## src/rtl/spi_slave_core.sv

```systemverilog
// SPI mode-0 responder: 32-bit words as four LSB-first byte frames.
// Receives mosi into rx_data and shifts a preloaded response out on miso.
//
// Ports:
//   clk_shift, reset_n      oversampling clock, async active-low reset
//   sclk, ss_n, mosi        SPI pins from the master (asynchronous)
//   miso, miso_oe           SPI response bit and its output enable
//   tx_data, tx_load        response word and 1-cycle capture strobe
//   tx_ready                response hold register is empty
//   rx_data, rx_valid       last received word and its update pulse
//   word_abort              partial word discarded (short frame/timeout)
//   tx_underrun             word started with an empty hold register
//   busy                    word in progress
module spi_slave_core #(
  parameter int unsigned IDLE_TIMEOUT = 1024
) (
  input  logic        clk_shift,
  input  logic        reset_n,
  input  logic        sclk,
  input  logic        ss_n,
  input  logic        mosi,
  output logic        miso,
  output logic        miso_oe,
  input  logic [31:0] tx_data,
  input  logic        tx_load,
  output logic        tx_ready,
  output logic [31:0] rx_data,
  output logic        rx_valid,
  output logic        word_abort,
  output logic        tx_underrun,
  output logic        busy
);

  localparam logic [15:0] IDLE_LAST =
    16'(IDLE_TIMEOUT - 1);

  // [0],[1] synchronizer, [2] history
  logic [2:0]  sclk_sr;
  logic [2:0]  ss_sr;
  logic [1:0]  mosi_sr;

  // Registered edge pulses; mosi_d and
  // ss_sr[2] are aligned with them.
  logic        sclk_rise;
  logic        sclk_fall;
  logic        ss_fall;
  logic        ss_rise;
  logic        mosi_d;
  logic        ss_low;

  logic [1:0]  byte_idx;
  logic [3:0]  bit_cnt;
  logic [7:0]  rx_byte;
  logic [23:0] rx_word;
  logic [31:0] tx_shift;
  logic [31:0] hold;
  logic [31:0] tx_next;
  logic [15:0] idle_cnt;
  logic        word_start;

  assign ss_low     = ~ss_sr[2];
  assign word_start = ss_fall & (byte_idx == 2'd0);
  assign busy       = (byte_idx != 2'd0) | ss_low;

  // Response for a new word: a same-cycle
  // tx_load wins, an empty hold sends zeros.
  always_comb begin
    tx_next = '0;
    if (tx_load) begin
      tx_next = tx_data;
    end else if (!tx_ready) begin
      tx_next = hold;
    end
  end

  always_ff @(posedge clk_shift or negedge reset_n) begin
    if (!reset_n) begin
      sclk_sr   <= '0;
      ss_sr     <= '1;
      mosi_sr   <= '0;
      sclk_rise <= 1'b0;
      sclk_fall <= 1'b0;
      ss_fall   <= 1'b0;
      ss_rise   <= 1'b0;
      mosi_d    <= 1'b0;
    end else begin
      sclk_sr   <= {sclk_sr[1:0], sclk};
      ss_sr     <= {ss_sr[1:0], ss_n};
      mosi_sr   <= {mosi_sr[0], mosi};
      sclk_rise <= sclk_sr[1] & ~sclk_sr[2];
      sclk_fall <= ~sclk_sr[1] & sclk_sr[2];
      ss_fall   <= ~ss_sr[1] & ss_sr[2];
      ss_rise   <= ss_sr[1] & ~ss_sr[2];
      mosi_d    <= mosi_sr[1];
    end
  end

  always_ff @(posedge clk_shift or negedge reset_n) begin
    if (!reset_n) begin
      tx_ready <= 1'b1;
      hold     <= '0;
    end else begin
      if (word_start) begin
        tx_ready <= 1'b1;
      end else if (tx_load) begin
        tx_ready <= 1'b0;
      end
      if (tx_load) begin
        hold <= tx_data;
      end
    end
  end

  always_ff @(posedge clk_shift or negedge reset_n) begin
    if (!reset_n) begin
      byte_idx    <= '0;
      bit_cnt     <= '0;
      rx_byte     <= '0;
      rx_word     <= '0;
      tx_shift    <= '0;
      idle_cnt    <= '0;
      miso        <= 1'b0;
      miso_oe     <= 1'b0;
      rx_data     <= '0;
      rx_valid    <= 1'b0;
      word_abort  <= 1'b0;
      tx_underrun <= 1'b0;
    end else begin
      rx_valid    <= 1'b0;
      word_abort  <= 1'b0;
      tx_underrun <= 1'b0;
      idle_cnt    <= '0;
      if (ss_fall) begin
        bit_cnt <= '0;
        miso_oe <= 1'b1;
        if (byte_idx == 2'd0) begin
          tx_shift    <= tx_next;
          miso        <= tx_next[0];
          tx_underrun <= ~tx_load & tx_ready;
        end else begin
          miso <= tx_shift[{byte_idx, 3'd0}];
        end
      end else if (ss_rise) begin
        miso_oe <= 1'b0;
        miso    <= 1'b0;
        if (bit_cnt == 4'd8) begin
          if (byte_idx == 2'd3) begin
            rx_data  <= {rx_byte, rx_word};
            rx_valid <= 1'b1;
            byte_idx <= '0;
          end else begin
            case (byte_idx)
              2'd0:    rx_word[7:0]   <= rx_byte;
              2'd1:    rx_word[15:8]  <= rx_byte;
              default: rx_word[23:16] <= rx_byte;
            endcase
            byte_idx <= byte_idx + 2'd1;
          end
        end else begin
          word_abort <= 1'b1;
          byte_idx   <= '0;
        end
      end else if (ss_low) begin
        // Bits past the eighth are ignored.
        if (sclk_rise && bit_cnt < 4'd8) begin
          rx_byte[bit_cnt[2:0]] <= mosi_d;
          bit_cnt <= bit_cnt + 4'd1;
        end else if (sclk_fall) begin
          if (bit_cnt == 4'd8) begin
            miso <= 1'b0;
          end else if (bit_cnt != 4'd0) begin
            miso <= tx_shift[{byte_idx, bit_cnt[2:0]}];
          end
        end
      end else if (byte_idx != 2'd0) begin
        // Master went quiet mid-word.
        if (idle_cnt == IDLE_LAST) begin
          word_abort <= 1'b1;
          byte_idx   <= '0;
        end else begin
          idle_cnt <= idle_cnt + 16'd1;
        end
      end
    end
  end

endmodule

```

## config.mk

```make
export PLATFORM = sky130hd
export DESIGN_NAME = spi_slave_core
export DESIGN_NICKNAME = d
export VERILOG_FILES = /design/src/rtl/spi_slave_core.sv
export SDC_FILE = /design/constraint.sdc
export NUM_CORES = 1
export LEC_CHECK = 0
export CAP_MARGIN = 10
export CORE_MARGIN = 5
export CORE_UTILIZATION = 53
export CTS_CLUSTER_SIZE = 8
export DETAILED_ROUTE_END_ITERATION = 7
export PLACE_DENSITY = 0.75
export SETUP_SLACK_MARGIN = 0.2
export SLEW_MARGIN = 10
export SYNTH_ARGS = -nofsm -noshare
export SYNTH_HDL_FRONTEND = slang
export SYNTH_SLANG_ARGS = --single-unit
```

## constraint.sdc

```tcl
create_clock -name clk_shift -period 5.5 [get_ports clk_shift]
set_input_delay 1.1 -clock clk_shift [delete_from_list [all_inputs] [get_ports clk_shift]]
set_output_delay 1.1 -clock clk_shift [all_outputs]
set_load 0.02 [all_outputs]
```

### Word level (Yosys, flattened, before mapping)

Cells that the tools add are included.

| word-level totals | value |
|---|---|
| register bits | 169 |
| latch bits | 0 |
| memory bits (writable) | 0 |
| memory bits (read-only) | 0 |
| output and inout bits | 39 |
| logic and storage cells | 127 |
| memories | 0 |

| operators by class | value |
|---|---|
| $add $sub $neg | 3 |
| $mul | 0 |
| div/mod/pow operators | 0 |
| order comparisons | 5 |
| equality and inequality tests | 8 |
| shifts and indexed selects | 0 |
| multiplexer cells | 48 |
| bitwise operators | 16 |
| reduce and logical (&&, ||, !) cells | 23 |

Operators with widths:

| operator | number |
|---|---|
| $mux 16 | 5 |
| $mux 32 | 2 |
| $mux 1 | 27 |
| $add 16x1->16 const B | 1 |
| $eq 16x10->1 const B | 1 |
| $mux 4 | 4 |
| $reduce_and 4->1 | 4 |
| $reduce_and 5->1 | 3 |
| $reduce_bool 2->1 | 7 |
| $lt 5x6->1 const B | 2 |
| $mux 2 | 6 |
| $not 1->1 | 9 |
| $bwmux 8 | 1 |
| $reduce_bool 4->1 | 2 |
| $and 1x1->1 | 6 |
| $bmux 1 s5 | 1 |
| $add 4x1->4 const B | 1 |
| $eq 4x4->1 const B | 1 |
| $lt 3x4->1 const B | 1 |
| $lt 4x4->1 const B | 1 |
| $demux 1 s3 | 1 |
| $ge 3x1->1 const B | 1 |
| $ne 3x1->1 const B | 1 |
| $ne 3x3->1 const B | 1 |
| 13 further kinds | 14 |

### Depth between registers and ports, before layout

Gate-level depths: netlist (run 1).

| logic depth | value |
|---|---|
| word-level depth | 9 |
| gate-level depth with buffers | 10 |
| gate-level depth less buffers | 7 |

### Worst setup path after synthesis (run 1)

Ideal clock, no wire load.

| path | value |
|---|---|
| path kind | input-to-reg |
| start | in tx_load |
| end | reg hold[0] |
| arrival | 2.067 ns |
| data required time | 5.375 ns |
| setup slack | 3.308 ns |
| stages on the path | 3 |
| path buffers | 2 |
| cells stage by stage | clkbuf_1 -> clkbuf_1 -> mux2_2 |

RTL lines:

| item | line | source |
|---|---|---|
| from (decl) | 25 | `input logic tx_load,` |
| to (signal assigned) | 109 | `hold <= tx_data;` |
| to (decl) | 56 | `logic [31:0] hold;` |

No word-level cell between the ends.

### Worst setup path in the final report (run 1)

| path | value |
|---|---|
| start | reg byte_idx[0] |
| end | out busy |

| between the ends | value |
|---|---|
| cells in the longest elaborated chain, start to end | 2 |

RTL lines:

| item | line | source |
|---|---|---|
| from (decl) | 51 | `logic [1:0] byte_idx;` |
| from (signal assigned) | 157 | `byte_idx <= byte_idx + 2'd1;` |
| $reduce_bool 2->1 | 63 | `assign busy = (byte_idx != 2'd0) \| ss_low;` |
| $or 1x1->1 | 63 |  |
| to (decl) | 31 | `output logic busy` |

Every way passes these cells.

==> qor.txt, run 1 <==
Status: finished clean
PortBufs: 76
Cts hold-fix bufs: 0
Synthesized cell area: 0.00724 mm^2
DIE AREA: 0.0161 mm^2
CTS tree: yes
Period minus WS final: 3.22 ns
First-pass GRT wire length: 23100 um
Crit end category: primary output
Hold Vio Cnt, Final: 0
Layout area overhead: 20.1%
Vias/cell: 5.44
Total power: 2790 uW
Chip height: 127 um
Finish-stage setup viols: 0
Synth area leaders: dfrtp_1 57%, mux2_2 11%, mux2_4 6.0%
Worst-Skew Late Latency: 0.42 ns
Post-synthesis register bit count: 169
Drt initial violations: 233
Total gr overflow: 0
Fill cells: 983
CTS sink count: 169
Detailed Place HPWL: 9210 um
Antenna violations before repair: 0
Netlist cell types: 48
Skew final: 0.00627 ns
Critical path class: flop to primary output
Post-CTS sizing: 0
Root Buffer: clkbuf_16
Most common cell in the synthesized netlist: dfrtp_1
Final setup margin: 2.28 ns
Clk pin slew, worst setup/hold paths: 0.06 ns
HP Class: flop to flop
Core ar.: 0.0133 mm^2
Final period util: 58.5%
Lkg Pwr: 0.00378 uW
Total number of vias: 4409
Critical-path top delay cell: clkdlybuf4s50_1
Avg WL per Cell: 16.5 um
Max cap viols: 0
Row cnt: 42
Yosys warns: 0
Crit path launch type: flop
Async SR Flop Fraction: 100%
Worst path bufs/invs: 2
Crit-path leading delay family: buffers and inverters
Post-route ant nets: 0
Multi-input gate area: 0.00281 mm^2
Cells after Synth: 553
List of most frequent post-synthesis cells: 165 x dfrtp_1, 90 x nor2_1, 70 x mux2_2, 33 x a221oi_1, 29 x mux2_4
Layout net count: 667
Worst EP arrival: 2.12 ns
Chip width: 127 um
GPL Wtd Cong: 0.804
Largest net degree at the start of global routing: 68
Post-CTS setup buffers: 0
Register area share after synthesis: 58.5%
Worst vdd ir: 0.000229 V
Worst path required time: 4.40 ns
Fmax: 311 MHz
Synth area leader: dfrtp_1
Slew margin rel.: 19.4%
Post-synth EDFFs: 0
Crit-path max cell delay: 0.60 ns
# IOs: 77
All-layer global routing usage: 17.9%
Residual DRC: 0
H-tree lvl count: 4
Crit-path cells: inv_1 > ha_1 > nand2_1 > clkdlybuf4s50_1
Actual slew at the worst max-slew pin: 1.21 ns
Syn nets: 598
WHS: 0.346 ns
Top FF cell, synth: dfrtp_1
Num CTS Buffers: 17
Pre-CTS setup slack: 2.10 ns
Max Slew Vio Count: 0
Placed cell count: 778
Fin Setup TNS: 0 ns
Top-area cell type share of the netlist area: 57.0%
Share of cells above drive strength 1: 24.7%
Initial Util: 54.5%
Worst Path Max Fanout: 8
Power Density: 321 mW/mm^2
Number of global-route vias before repair: 4739
RSZ-0062 raised after global routing: no
Max clock buf depth: 2
Drt first pass iters: 4
Syn avg cell area: 13.1 um^2
ANT cells: 0
Final WL: 13400 um
Post-Layout Cell Count: 811
Register area: 0.00423 mm^2
==> metrics by stage <==
| stage | utilization, % | area, um^2 |
|---|---|---|
| after floorplan | - | 7240 |
| after global placement | 60.8 | 8080 |
| after detailed placement | 60.8 | 8080 |
| after CTS | 65.3 | 8690 |
| after global routing | 65.4 | 8700 |
| final | 65.4 | 8700 |
==> cell type report <==
| class | instances | share of cell area [%] |
|---|---|---|
| multi-input combinational | 344 | 32.3 |
| sequential | 169 | 48.7 |
| timing repair buffer | 81 | 9.18 |
| inverter | 9 | 0.388 |
| clock buffer | 20 | 5.25 |
| tap | 176 | 2.53 |
| clock inverter | 12 | 1.71 |
==> state kept, by name (all words and copies together) (netlist names) <==
name / count
sclk_rise: 1
ss_rise: 1
rx_valid: 1
tx_underrun: 1
ss_sr: 3
rx_byte: 8
tx_shift: 32
word_abort: 1
mosi_sr: 2
bit_cnt: 4
miso: 1
rx_data: 32
idle_cnt: 16
tx_ready: 1
sclk_sr: 3
mosi_d: 1
hold: 32
sclk_fall: 1
rx_word: 24
ss_fall: 1
miso_oe: 1
byte_idx: 2
==> where the power goes <==
group,internal [uW],switching [uW]
sequential,1320,59.3
combinational,112,104
clock,735,466
==> logic make-up after synthesis <==
kind of cell | after synthesis | share of synthesized area [%]
flip-flops | 169 | 58.5
AND/OR/NAND/NOR | 163 | 10.8
multiplexers | 108 | 19.2
AO/OA/AOI/OAI | 50 | 5.55
buffers and inverters | 40 | 2.82
XOR/XNOR | 16 | 1.94
adder cells (fa/ha/maj) | 7 | 1.21
==> per-layer routing <==
| layer | vias up | wire, um | global-route usage, % |
|---|---|---|---|
| met1 | 2216 | 5890 | 22.7 |
| met2 | 88 | 6740 | 29.8 |
| met3 | 13 | 531 | 4.46 |
| met5 | - | 0 | 0 |
| met4 | 0 | 202 | 6.56 |
| li1 | 2092 | - | - |
==> worst register-to-register path: stages, from the launching register on <==
cell and delay (ns):
dfrtp_1 0.55, inv_1 0.30, ha_1 0.26, and3b_1 0.20, nand2_1 0.09, nor2_1 0.12, and2_2 0.83, mux2_2 0.44
==> final timing paths <==
check                             from          end  slack, ns  depth (start not counted)
min                         mosi_sr[1]       mosi_d       0.35                          0
min in group asynchronous      reset_n  rx_data[31]       0.65                          1
min reg2reg                 mosi_sr[1]       mosi_d       0.35                          0
max                        byte_idx[0]         busy       2.28                          4
max in group asynchronous      reset_n     hold[12]       3.62                          2
max reg2reg                 bit_cnt[1]   rx_data[2]       2.59                          7
==> placed cells by master, fill, tap and decap left out, types with 5 or more instances in the layout <==
cell type          n
clkdlybuf4s50_1   74
nor2b_1            8
nand3_1            9
mux4_2             6
xor2_1             9
nor2_1            89
mux2_4            29
dfrtp_1          165
ha_1               7
mux2_2            70
nor3_1             8
inv_1              8
o21ai_0            5
xnor2_1            7
nand2_1           20
clkbuf_16         17
a221oi_1          33
No activity file was read; power rests on OpenSTA's default activity.
==> run 2: changes to the inputs <==
--- a/config.mk
+++ b/config.mk
@@ -7,10 +7,10 @@
 export LEC_CHECK = 0
 export CAP_MARGIN = 10
 export CORE_MARGIN = 5
-export CORE_UTILIZATION = 53
+export CORE_UTILIZATION = 51
 export CTS_CLUSTER_SIZE = 8
 export DETAILED_ROUTE_END_ITERATION = 7
-export PLACE_DENSITY = 0.75
+export PLACE_DENSITY = 0.76
 export SETUP_SLACK_MARGIN = 0.2
 export SLEW_MARGIN = 10
 export SYNTH_ARGS = -nofsm -noshare
==> constraint.sdc (replaced) <==
create_clock -name clk_shift -period 2.6 [get_ports clk_shift]
set_input_delay 0.52 -clock clk_shift [delete_from_list [all_inputs] [get_ports clk_shift]]
set_output_delay 0.52 -clock clk_shift [all_outputs]
set_load 0.02 [all_outputs]
==> qor.txt, run 2 (synthesis results as in run 1) <==
GPL Wtd Cong: 0.809 (+0.63%)
Final period util: 88.9%
Most frequent cells in the layout: 164 x dfrtp_1, 89 x nor2_1, 73 x clkdlybuf4s50_1
Max cap viols: 0 (unchanged)
Largest net degree at the start of global routing: 66 (-2.9%)
Post-route ant nets: 0 (unchanged)
Number of global-route vias before repair: 4928 (+4.0%)
RSZ-0062 raised after global routing: no
Chip width: 129 um (+1.8%)
Worst vdd ir: 0.000473 V (+110%)
HP Class: input port to asynchronous set/reset pin
Max Slew Vio Count: 0 (unchanged)
Period minus WS final: 2.31 ns
Worst Path Max Fanout: 8 (unchanged)
Clk pin slew, worst setup/hold paths: 0.06 ns (about the same)
Crit-path cells: inv_1 > ha_2 > nand2_1 > dlygate4sd2_1
Slew margin rel.: 50.0% (+31 points)
Layout Utilization: 63.1% (-2.3 points)
Residual DRC: 0 (unchanged)
Drt first pass iters: 4 (unchanged)
Worst-Skew Late Latency: 0.42 ns (about the same)
Num CTS Buffers: 17 (unchanged)
Finish-stage setup viols: 0 (unchanged)
PortBufs: 76 (unchanged)
Regs by FF count: hold: 32 flops, rx_data: 32 flops, tx_shift: 32 flops
First-pass GRT wire length: 24600 um (+6.8%)
Post-Layout Cell Count: 821 (+1.2%)
Skew final: 0.00605 ns (-0.000217 ns)
Core ar.: 0.0139 mm^2 (+4.4%)
H-tree lvl count: 4 (unchanged)
Fin Setup TNS: 0 ns (unchanged)
Initial Util: 52.2% (-2.3 points)
Critical path class: flop to primary output
Antenna violations before repair: 0 (unchanged)
# IOs: 77 (unchanged)
Detailed Place HPWL: 10000 um (+8.8%)
Share of cells above drive strength 1: 25.4% (+0.70 points)
Actual slew at the worst max-slew pin: 0.749 ns (-0.456 ns)
Pre-CTS setup slack: 0.196 ns (-1.90 ns)
Status: finished clean
Crit end category: primary output
Total power: 5820 uW (+110%)
Final setup margin: 0.289 ns (-1.99 ns)
CTS tree: yes
Chip height: 129 um (+1.8%)
Power Density: 664 mW/mm^2 (+110%)
DIE AREA: 0.0167 mm^2 (+3.6%)
Critical-path top delay cell: dfrtp_2
CTS sink count: 169 (unchanged)
Placed cell count: 789 (+1.4%)
Final WL: 14600 um (+8.9%)
Max clock buf depth: 2 (unchanged)
All-layer global routing usage: 18.8% (+0.96 points)
Hold Vio Cnt, Final: 0 (unchanged)
Total gr overflow: 0 (unchanged)
ANT cells: 0 (unchanged)
Crit-path max cell delay: 0.48 ns (-0.12 ns)
Root Buffer: clkbuf_16
Worst EP arrival: 1.79 ns (-0.33 ns)
Most common cell after layout, fill and taps aside: dfrtp_1
Avg WL per Cell: 17.7 um (+7.6%)
Row cnt: 43 (+2.4%)
Total number of vias: 4574 (+3.7%)
Cts hold-fix bufs: 0 (unchanged)
Worst path required time: 2.08 ns (-2.32 ns)
Layout net count: 673 (+0.90%)
Lkg Pwr: 0.00382 uW (+1.1%)
Vias/cell: 5.57 (+2.5%)
Crit path launch type: flop
Layout area overhead: 21.0%
Fmax: 433 MHz
Drt initial violations: 249 (+6.9%)
-- run 2: path summary, 6_finish.rpt --
check | start | endpoint | slack [ns] | cells after the start
max in group asynchronous | reset_n | ss_sr[2] | 1.79 | 2
min in group clk_shift | mosi_sr[0] | mosi_sr[1] | 0.35 | 0
max | byte_idx[0] | busy | 0.29 | 4
min | reset_n | rx_word[7] | 0.06 | 1
min reg2reg | mosi_sr[0] | mosi_sr[1] | 0.35 | 0
max reg2reg | bit_cnt[1] | rx_word[11] | 0.37 | 7
-- run 2: routing by layer --
layer | vias up | global-route usage (%) | wire length (um)
li1 | 2110 | - | -
met2 | 93 | 32.7 | 7730
met3 | 17 | 3.96 | 582
met4 | 0 | 6.73 | 210
met1 | 2354 | 23.4 | 6030
met5 | - | 0 | 0
-- run 2: what timing repair did --
item,4_1_cts,5_1_grt
resized for setup,3,1
setup buffers,0,0
setup endpoints to repair,1,4
-- run 2: cell type report --
class	count	area [um^2]
Sequential cell	169	4240
Tap cell	180	225
Clock inverter	9	97.6
Clock buffer	23	478
Multi-Input combinational cell	344	2810
Timing Repair Buffer	87	876
Inverter	9	33.8
Fill cell	1049	5120
-- run 2: power breakdown --
part | leakage [uW] | switching (uW) | total, uW | internal, uW
logic | 0.00137 | 245 | 490 | 245
registers | 0.00216 | 112 | 2900 | 2790
clock network | 0.000286 | 945 | 2420 | 1480
total | 0.00382 | 1300 | 5820 | 4510
-- run 2: stage by stage --
stage / hold slack, ns / cell area, um^2
after global placement: 0.342 / 8180
after CTS: 0.0718 / 8750
final: 0.0601 / 8760
after floorplan: 0.224 / 7240
after global routing: 0.100 / 8760
after detailed placement: 0.337 / 8180
-- run 2: critical path, delay by kind of cell (launching register included) --
| kind | cells | cell delay, ns |
|---|---|---|
| buffers and inverters | 2 | 0.52 |
| flip-flops | 1 | 0.48 |
| adder cells (fa/ha/maj) | 1 | 0.29 |
| AND/OR/NAND/NOR | 1 | 0.08 |
==> run 3: changes to the inputs <==
--- a/config.mk
+++ b/config.mk
@@ -5,10 +5,11 @@
 export SDC_FILE = /design/constraint.sdc
 export NUM_CORES = 1
 export LEC_CHECK = 0
+export ABC_CLOCK_PERIOD_IN_PS = 2600
 export CAP_MARGIN = 10
 export CORE_MARGIN = 5
 export CORE_UTILIZATION = 51
-export CTS_CLUSTER_SIZE = 8
+export CTS_CLUSTER_SIZE = 10
 export DETAILED_ROUTE_END_ITERATION = 7
 export PLACE_DENSITY = 0.76
 export SETUP_SLACK_MARGIN = 0.2
==> results of run 3 <==
Same layout as run 2: the final DEF is identical, and so are final timing and power.
